### src/rtl/wb_arb_pkg.sv
// Shared definitions for the three-master Wishbone round-robin arbiter:
// FSM state encoding, master count, grant type and a grant-to-index helper.
package wb_arb_pkg;

  localparam int NUM_MASTERS = 3;

  typedef enum logic {
    IDLE = 1'b0,
    BUSY = 1'b1
  } arb_state_t;

  typedef logic [NUM_MASTERS-1:0] grant_t;

  typedef logic [1:0] master_idx_t;

  // Converts a one-hot grant into the index of the granted master.
  function automatic master_idx_t onehot_to_idx(input grant_t g);
    master_idx_t idx;
    case (g)
      3'b010:  idx = 2'd1;
      3'b100:  idx = 2'd2;
      default: idx = 2'd0;
    endcase
    return idx;
  endfunction

endpackage

### src/rtl/rr_pick.sv
// Round-robin selector: returns the one-hot grant for the first requesting
// master found after last_grant in the cyclic order 0 -> 1 -> 2 -> 0.
module rr_pick
  import wb_arb_pkg::*;
(
  input  logic [NUM_MASTERS-1:0] request,
  input  master_idx_t            last_grant,
  output grant_t                 next_grant
);

  // Search starts at the master just after the previous owner.
  always_comb begin
    next_grant = '0;
    case (last_grant)
      2'd0: begin
        if (request[1])      next_grant = 3'b010;
        else if (request[2]) next_grant = 3'b100;
        else if (request[0]) next_grant = 3'b001;
      end
      2'd1: begin
        if (request[2])      next_grant = 3'b100;
        else if (request[0]) next_grant = 3'b001;
        else if (request[1]) next_grant = 3'b010;
      end
      default: begin
        if (request[0])      next_grant = 3'b001;
        else if (request[1]) next_grant = 3'b010;
        else if (request[2]) next_grant = 3'b100;
      end
    endcase
  end

endmodule

### src/rtl/wb_rr_arbiter.sv
// Three-master Wishbone round-robin arbiter (0 = lm32 instr, 1 = lm32 data,
// 2 = DMA) in front of a single conbus master port. A grant is held for the
// whole cycle (cyc high) so bursts and locked sequences are never split.
// Optional bus-error timeout is enabled by defining WB_ARB_TIMEOUT_EN.
module wb_rr_arbiter
  import wb_arb_pkg::*;
#(
  parameter int TIMEOUT_CYCLES = 255
) (
  input  logic        clk,
  input  logic        reset,
  input  logic [31:0] m0_adr_i,
  input  logic [31:0] m0_dat_i,
  input  logic [3:0]  m0_sel_i,
  input  logic        m0_we_i,
  input  logic        m0_cyc_i,
  input  logic        m0_stb_i,
  input  logic [31:0] m1_adr_i,
  input  logic [31:0] m1_dat_i,
  input  logic [3:0]  m1_sel_i,
  input  logic        m1_we_i,
  input  logic        m1_cyc_i,
  input  logic        m1_stb_i,
  input  logic [31:0] m2_adr_i,
  input  logic [31:0] m2_dat_i,
  input  logic [3:0]  m2_sel_i,
  input  logic        m2_we_i,
  input  logic        m2_cyc_i,
  input  logic        m2_stb_i,
  output logic [31:0] m0_dat_o,
  output logic        m0_ack_o,
  output logic        m0_err_o,
  output logic [31:0] m1_dat_o,
  output logic        m1_ack_o,
  output logic        m1_err_o,
  output logic [31:0] m2_dat_o,
  output logic        m2_ack_o,
  output logic        m2_err_o,
  output logic [31:0] s_adr_o,
  output logic [31:0] s_dat_o,
  output logic [3:0]  s_sel_o,
  output logic        s_we_o,
  output logic        s_cyc_o,
  output logic        s_stb_o,
  input  logic [31:0] s_dat_i,
  input  logic        s_ack_i,
  output logic [2:0]  grant_o
);

  arb_state_t             state;
  master_idx_t            last_grant;
  grant_t                 next_grant;
  logic [NUM_MASTERS-1:0] cyc_vec;
  logic                   granted_cyc;
  logic                   busy;
  logic                   err_pulse;

  assign cyc_vec     = {m2_cyc_i, m1_cyc_i, m0_cyc_i};
  assign granted_cyc = |(grant_o & cyc_vec);
  assign busy        = (state == BUSY);

  rr_pick u_rr_pick (
    .request    (cyc_vec),
    .last_grant (last_grant),
    .next_grant (next_grant)
  );

  // Arbitration FSM: grant on the IDLE edge, release when the owner drops cyc.
  always_ff @(posedge clk or posedge reset) begin
    if (reset) begin
      state      <= IDLE;
      grant_o    <= '0;
      last_grant <= 2'd2;
    end else begin
      case (state)
        IDLE: begin
          if (|cyc_vec) begin
            grant_o <= next_grant;
            state   <= BUSY;
          end
        end
        BUSY: begin
          if (!granted_cyc) begin
            grant_o    <= '0;
            last_grant <= onehot_to_idx(grant_o);
            state      <= IDLE;
          end
        end
        default: begin
          grant_o <= '0;
          state   <= IDLE;
        end
      endcase
    end
  end

  // Forward the owner's request to the slave side; quiet bus when idle.
  always_comb begin
    s_adr_o = '0;
    s_dat_o = '0;
    s_sel_o = '0;
    s_we_o  = 1'b0;
    s_cyc_o = 1'b0;
    s_stb_o = 1'b0;
    if (busy) begin
      case (grant_o)
        3'b001: begin
          s_adr_o = m0_adr_i;
          s_dat_o = m0_dat_i;
          s_sel_o = m0_sel_i;
          s_we_o  = m0_we_i;
          s_cyc_o = m0_cyc_i;
          s_stb_o = m0_stb_i;
        end
        3'b010: begin
          s_adr_o = m1_adr_i;
          s_dat_o = m1_dat_i;
          s_sel_o = m1_sel_i;
          s_we_o  = m1_we_i;
          s_cyc_o = m1_cyc_i;
          s_stb_o = m1_stb_i;
        end
        3'b100: begin
          s_adr_o = m2_adr_i;
          s_dat_o = m2_dat_i;
          s_sel_o = m2_sel_i;
          s_we_o  = m2_we_i;
          s_cyc_o = m2_cyc_i;
          s_stb_o = m2_stb_i;
        end
        default: begin
        end
      endcase
    end
  end

  // Read data is broadcast; only the owner ever sees ack or err.
  assign m0_dat_o = s_dat_i;
  assign m1_dat_o = s_dat_i;
  assign m2_dat_o = s_dat_i;

  assign m0_ack_o = busy && grant_o[0] && s_ack_i;
  assign m1_ack_o = busy && grant_o[1] && s_ack_i;
  assign m2_ack_o = busy && grant_o[2] && s_ack_i;

  assign m0_err_o = err_pulse && grant_o[0];
  assign m1_err_o = err_pulse && grant_o[1];
  assign m2_err_o = err_pulse && grant_o[2];

`ifdef WB_ARB_TIMEOUT_EN
  localparam logic [15:0] TMO_LAST = 16'(TIMEOUT_CYCLES - 1);

  logic [15:0] tmo_cnt;

  // Error fires in the strobe cycle where the wait count hits its limit.
  assign err_pulse = busy && s_stb_o && !s_ack_i && (tmo_cnt == TMO_LAST);

  // Counts consecutive unanswered strobe cycles of the current owner.
  always_ff @(posedge clk or posedge reset) begin
    if (reset) begin
      tmo_cnt <= '0;
    end else if (!busy || s_ack_i || err_pulse) begin
      tmo_cnt <= '0;
    end else if (s_stb_o) begin
      tmo_cnt <= tmo_cnt + 16'd1;
    end
  end
`else
  // Without the timeout the arbiter waits for ack forever; the parameter
  // remains so both builds share one instantiation footprint.
  localparam int timeout_cycles_unused = TIMEOUT_CYCLES;

  assign err_pulse = 1'b0;
`endif

endmodule

### config.mk
export PLATFORM = sky130hd
export DESIGN_NAME = wb_rr_arbiter
export DESIGN_NICKNAME = d
export VERILOG_FILES = /design/src/rtl/wb_arb_pkg.sv /design/src/rtl/rr_pick.sv /design/src/rtl/wb_rr_arbiter.sv
export SDC_FILE = /design/constraint.sdc
export NUM_CORES = 1
export LEC_CHECK = 0
export ABC_AREA = 1
export CORE_AREA = 2 2 165 167
export DETAILED_ROUTE_END_ITERATION = 16
export DIE_AREA = 0 0 167 169
export SYNTH_ARGS = -nofsm -noshare
export SYNTH_HDL_FRONTEND = slang
export SYNTH_SLANG_ARGS = --single-unit
export TNS_END_PERCENT = 30
### constraint.sdc
create_clock -name clk -period 1.3 [get_ports clk]
set_input_delay 0.26 -clock clk [delete_from_list [all_inputs] [get_ports clk]]
set_output_delay 0.26 -clock clk [all_outputs]
set_load 0.02 [all_outputs]
==> impl_metrics.csv <==
group,metric,value,unit
worst_setup_path,crit_path_start_kind,"register",
die,core,0.0265,mm²
sta,fin_crit,1990,ps
worst_setup_path,path_max_fanout,8,
finish,stdcell_count,1183,
cts,cts_made_buffers,3,
die,placementRows,60,
flow_run,drv_cap,0,
cts,htreeDepth,1,
cts,cts.clk_slew.worst_paths,40,ps
detailed_routing,wirelength,22900,µm
yosys,yosys.area_share.simple,55.0,%
pwr,p_leak,3.41,nW
yosys,ys_seq_area_share,4.18,%
sta,finalMaxSlewViolations,0,
yosys,synthMuxAreaShare,0,%
global_routing,overflow,0,
worst_setup_path,cp-end-kind,"output pin",
pwr,p_switching,8.43,mW
sta,period_share,153,%
detailed_routing,wl_per_cell,19.4,µm
placement,hpwlAfterDp,14800,µm
status,violations,"setup timing",
yosys,ys_warn_count,0,
die,ios,424,
yosys,synthCells,645,
worst_setup_path,cp_num_buf_inv,5,
status,outcome,"finished with violations",
placement,place_inst,1157,
finish,syn_to_final_growth,103,%
cts,clk_latency,230,ps
yosys,synthXorXnorAreaFrac,0,%
yosys,synth_seq_cells,6,
pwr,power_density,2150,mW/mm²
cts,cts.sinks,6,
pwr,share_comb_of_total_power,93.9,%
die,die_area,0.0282,mm²
finish,n_antenna_cell,0,
sta,skew,1.42,ps
placement,placedInstanceArea,0.00645,mm²
detailed_routing,firstDrtPassIters,7,
yosys,synth_adder_area_share,0,%
yosys,synth_top_family_by_area,"simple AND/OR/NAND/NOR gates",
global_routing,grt_max_degree,41,
detailed_routing,via_per_inst,4.65,
sta,fmaxAchievable,502,MHz
finish,drive_gt1_share,33.0,%
sta,finalHoldViolations,0,
cts,cts_tree,"built",
worst_hold_path,hold_path_class,"in2async",
pwr,vdd_ir_drop_max,1060,µV
pwr,p_total,15.8,mW
global_routing,antenna_found_initial,1,
finish,fin_area,0.00734,mm²
detailed_routing,ant_nets,0,
sta,setup_violations,83,
detailed_routing,post-route-drc-count,0,
pwr,pwr-share-clk,3.3,%
worst_setup_path,reg2reg_slack,-100,ps
worst_setup_path,required,1040,ps
pwr,pwr-share-seq,2.8,%
sta,tns,-44910,ps
finish,fin_nets,1091,
yosys,synth_area_leaders,"nand4_1 25%, buf_4 23%, nand3_1 20%",
worst_setup_path,worstSetupPathType,"reg2out",
placement,finalWeightedCongestion,0.821,
global_routing,grtUsageTotal,14.0,%
yosys,avgSynthCellArea,5.61,µm²
placement,portBuffers,292,
worst_setup_path,path_cells,"nor2_4 > buf_12 > buf_12 > clkbuf_16 > nand3_2 > nand3_2 > nand2_1 > inv_2 > buf_6",
placement,dp_slack,-807,ps
worst_setup_path,worst_ep_arrival_time,1730,ps
worst_setup_path,critPathMaxStageDelay,520,ps
sta,rsz0062_at_grt,"true",
yosys,ys_types,21,
worst_setup_path,crit_family,"buffers and inverters",
global_routing,grt_pass1_wl,31200,µm
die,fp.dieW,167,µm
detailed_routing,drtIter0Drc,346,
detailed_routing,vias,5506,
yosys,synth_compound_area_share,1.17,%
sta,setup_ws,-691,ps
die,initial_core_util,13.7,%
global_routing,grt_pass1_vias,5474,
yosys,yosysTopAreaCellShare,24.5,%
yosys,syn_area,0.00362,mm²
cts,clock-root-buffer,"clkbuf_16",
yosys,synth_largest_area_cell,"nand4_1",
pwr,swShare,53.3,%
die,die_h,169,µm
cts,cts_buffer_depth,2,
worst_setup_path,cp_slowest_cell,"dfrtp_4",
pwr,intPower,7.38,mW
==> cell usage after synthesis (all sizes together) <==
library cell and n:
nor3 3, a21oi 2, o21a 1, nand4 142
nand2 84, dfstp 1, clkbuf 8, nand3 147
inv 80, conb 1, nor2 7, buf 159
dfrtp 5, o21ai 5
==> registers in the layout, summed over array words and instances, names as in the netlist <==
name        count
busy            1
grant_o         3
last_grant      2
==> cells in the final DEF, fill, tap and decap left out, types with 2 or more instances in the layout <==
cell type,count
buf_12,24
buf_16,4
buf_2,14
buf_4,33
buf_6,57
bufbuf_16,3
clkbuf_16,10
clkdlybuf4s50_1,215
conb_1,3
dfrtp_2,3
inv_1,15
inv_2,62
inv_6,2
nand2_1,72
nand2_2,12
nand3_1,102
nand3_2,40
nand3_4,5
nand4_1,142
nor2_1,6
nor3_4,2
o21ai_0,3
o21ai_1,2
==> layout make-up <==
cell class                 instances  area (µm²)
timing repair buffer             358        3990
clock buffer                       4        78.8
tap                              341         427
inverter                          80         313
sequential                         6         159
multi-input combinational        394        2370
fill                            2925       19200
==> layer usage <==
layer  global-route usage, %  part of all wire, %
met5                       0                    0
met4                    6.07                  4.1
met1                    16.4                   39
met3                    3.13                  7.9
met2                    24.6                   49
==> worst reg2reg max path, cell delays in order, from the launching register on <==
cell	delay (ps)
dfrtp_4	520
buf_4	180
buf_12	150
a21oi_4	150
nand3_4	120
nand3_1	90
nand2_1	70
==> repair_timing <==
action,CTS,global route
setup endpoints to repair,83,83
pin swaps,5,42
gates resized for setup,341,153
hold buffers,0,0
cloned,7,8
buffers inserted,4,4
==> power by group through the flow <==
stage / clock network [mW] / logic (mW) / registers [mW]
floorplan: 0 / 7.06 / 0.430
global placement: 0 / 11.7 / 0.412
detailed placement: 0 / 11.7 / 0.420
CTS: 0.525 / 12.9 / 0.437
global route: 0.540 / 15.8 / 0.466
finish: 0.520 / 14.8 / 0.450
==> kinds of logic (layout without fill, tap and decap cells) <==
group | after synthesis | count (layout)
flops | 6 | 6
compound gates | 8 | 8
other cells | 1 | 3
simple gates | 383 | 383
buf+inv | 247 | 442
==> final timing paths <==
path                                from       endpoint  cells after the start
setup / recovery              grant_o[1]     s_dat_o[1]                      9
hold / removal                     reset     grant_o[1]                      2
setup reg to reg              grant_o[1]     grant_o[1]                      6
hold reg to reg            last_grant[1]  last_grant[1]                      2
max in group asynchronous          reset  last_grant[1]                      2
min in group clk           last_grant[1]  last_grant[1]                      2
==> metrics by stage <==
stage,hold WS (ps),util (%)
5_1_grt,297,27.7
3_5_place_dp,489,24.3
3_3_place_gp,481,24.3
4_1_cts,275,25.5
6_report,264,27.7
2_1_floorplan,50.0,-
No activity file was read; power rests on OpenSTA's default activity.
==> RTL edit, RTL diff (config.mk and constraints unchanged) <==
The option `WB_ARB_TIMEOUT_EN` is turned on by a define.
--- a/src/rtl/wb_rr_arbiter.sv
+++ b/src/rtl/wb_rr_arbiter.sv
@@ -3,4 +3,6 @@
 // whole cycle (cyc high) so bursts and locked sequences are never split.
 // Optional bus-error timeout is enabled by defining WB_ARB_TIMEOUT_EN.
+`define WB_ARB_TIMEOUT_EN
+
 module wb_rr_arbiter
   import wb_arb_pkg::*;
Behaviour: same outputs for any inputs over 10 cycles, from zero or initial values and one cycle with reset high; that may be too few to reach the edited logic, so the function may still have changed.
==> RTL edit against the unedited design <==
  * The run still ends with negative setup slack left
  * Clock power increased by 72%
  * Worst setup slack got worse by 0.086 ns
  * Design area is 14% higher
  * Utilization is 3.8 points higher
  * Sequential share of layout area increased by 4.5 points
  * Hold slack improved by 0.069 ns
  * Wire length decreased by 5.0%
  * Area after synthesis grew 11%
  * Sequential cell count rose by 16
  * Power down 13%
  * Via count is 2.6% higher
  * Critical path type unchanged
  * Clock skew increased by 0.0032 ns
==> RTL edit: results (changes against the unedited design) <==
- Largest stage delay on the critical path: 0.47 ns (-0.05 ns)
- Clk pin slew, worst setup/hold paths: 0.07 ns (+0.03 ns)
- Fin worst setup slack: -0.777 ns (-0.0860 ns)
- Non-filler cells, final: 1369 (+16%)
- Top cells by area, synth: nand2_1 (31%), buf_4 (18%), dfrtp_1 (13%)
- Reg2reg path depth: 11 (+5)
- Total Routed Length: 21.8 mm (-5.0%)
- DP Wirelength: 15.7 mm (+6.2%)
- Layout Nets: 1279 (+17%)
- GRT Resource Usage Total: 13.9% (-0.085 points)
- Peak VDD IR: 925 uV (-13%)
- First-pass GRT wire length: 31.2 mm (about the same)
- Clock latency on the worst-skew pair: 0.26 ns (+0.03 ns)
- # setup viols final: 95 (+14%)
- GPL Wtd Cong: 0.794 (-3.3%)
- Worst path arrival time: 1.82 ns (+0.09 ns)
- CP max stage cell: dfrtp_2
- Syn Inst Count: 759 (+18%)
- Largest net degree at the start of global routing: 44 (+7.3%)
- Hold WS: 0.333 ns (+0.0695 ns)
- Vias in the first global route: 5502 (+0.51%)
- DR pass1 iterations: 5 (-2)
- Reg2Reg Launch Point: grant_o[0]$_DFFE_PP0P_
- Initial antenna violation count: 0 (-1)
- Dpl ws: -1.00 ns (-0.196 ns)
- Reg-to-Reg End: tmo_cnt[9]$_DFFE_PP0P_
- Failing checks: negative setup slack
- Largest Register: tmo_cnt
- 1st-iter DRT viols: 314 (-9.2%)
- CP max FO: 8 (unchanged)
- Status: finished, violations left
- Cell family with most CP delay: buffers and inverters
- Fraction of the yosys area taken by sequential cells: 13.8% (+9.6 points)
- Commonest cells post-synth: nand2_1 (326), buf_4 (96), inv_1 (93)
- Synth cell types: 28 (+33%)
- Worst reg2reg setup slack: -0.37 ns (-0.27 ns)
- Hold crit path type: input pin to async pin
- Synthesis Warnings: 0 (unchanged)
- I/O Buffers: 295 (+1.0%)
- Setup TNS: -55.00 ns (-10.08 ns)
- Leak: 4.23 nW (+24%)
- Layout cells sized above 1: 31.1% (-1.9 points)
- Via count: 5651 (+2.6%)
- Clock Skews: 0.00459 ns (+0.00317 ns)
RTL edit: cell types whose count changed after synthesis, moves of 16 or more:
cell / before / now
buf_2: 42 / 8
dfrtp_1: 5 / 21
inv_1: 77 / 93
nand2_1: 84 / 326
nand3_1: 146 / 92
nand4_1: 142 / 19
nor2_1: 6 / 35
RTL edit: power by group:
part	switching, mW	internal, mW
combinational	6.18	5.68
sequential	0.163	0.787
clock	0.280	0.613
RTL edit: tightest hold or removal path: cells and delay by family:
family / cells / cell delay [ns]
buffers and inverters: 3 / 0.68
RTL edit: final cells by class:
| class | count | area, um^2 |
|---|---|---|
| inverters | 97 | 384 |
| repair buffers | 392 | 4200 |
| clock buffers | 3 | 75.1 |
| fillers | 2876 | 18100 |
| clock inverters | 1 | 30.0 |
| flip-flops and latches | 22 | 557 |
| well taps | 341 | 427 |
| multi-input cells | 513 | 2680 |
RTL edit: what timing repair did:
action                                 CTS  global route
resized for setup                      533            91
pin swaps                               24            14
hold buffers                             0             0
buffers inserted                        14             5
gates cloned                             7             3
setup endpoints to repair               96           100
endpoints found under the hold margin    0             0
RTL edit: cells by family after synthesis:
group / count (synthesis) / synth area share (%)
adders and majority gates: 2 / 0.624
AOI/OAI and AO/OA: 25 / 4.09
xor gates and xnor gates: 2 / 0.437
and+or+nand+nor: 484 / 50.7
DFF: 22 / 13.8
buffers and inverters: 224 / 30.4
RTL edit: worst max-delay path by stage:
stage	slack, ns	to	cells past startpoint	start
floorplan	-0.28	m0_err_o	7	grant_o[1]$_DFFE_PP0P_
global placement	-0.97	s_dat_o[16]	8	grant_o[1]$_DFFE_PP0P_
detailed placement	-1.00	s_dat_o[16]	8	grant_o[1]$_DFFE_PP0P_
CTS	-0.79	s_sel_o[3]	11	grant_o[0]$_DFFE_PP0P_
global route	-0.88	s_sel_o[3]	10	grant_o[1]$_DFFE_PP0P_
finish	-0.78	s_sel_o[3]	10	grant_o[1]$_DFFE_PP0P_
RTL edit: stage by stage:
stage | power (mW) | cell area [um^2]
floorplan | 6.01 | 4090
global placement | 9.98 | 7230
detailed placement | 10.1 | 7230
CTS | 13.0 | 8000
global route | 14.7 | 8350
finish | 13.7 | 8350
RTL edit: routing by layer:
metal	GRT usage, %	wire [um]	vias up
li1	-	-	2772
met2	25.8	11200	258
met4	3.11	425	0
met5	0	0	-
met1	16.2	8470	2587
met3	3.27	1650	34
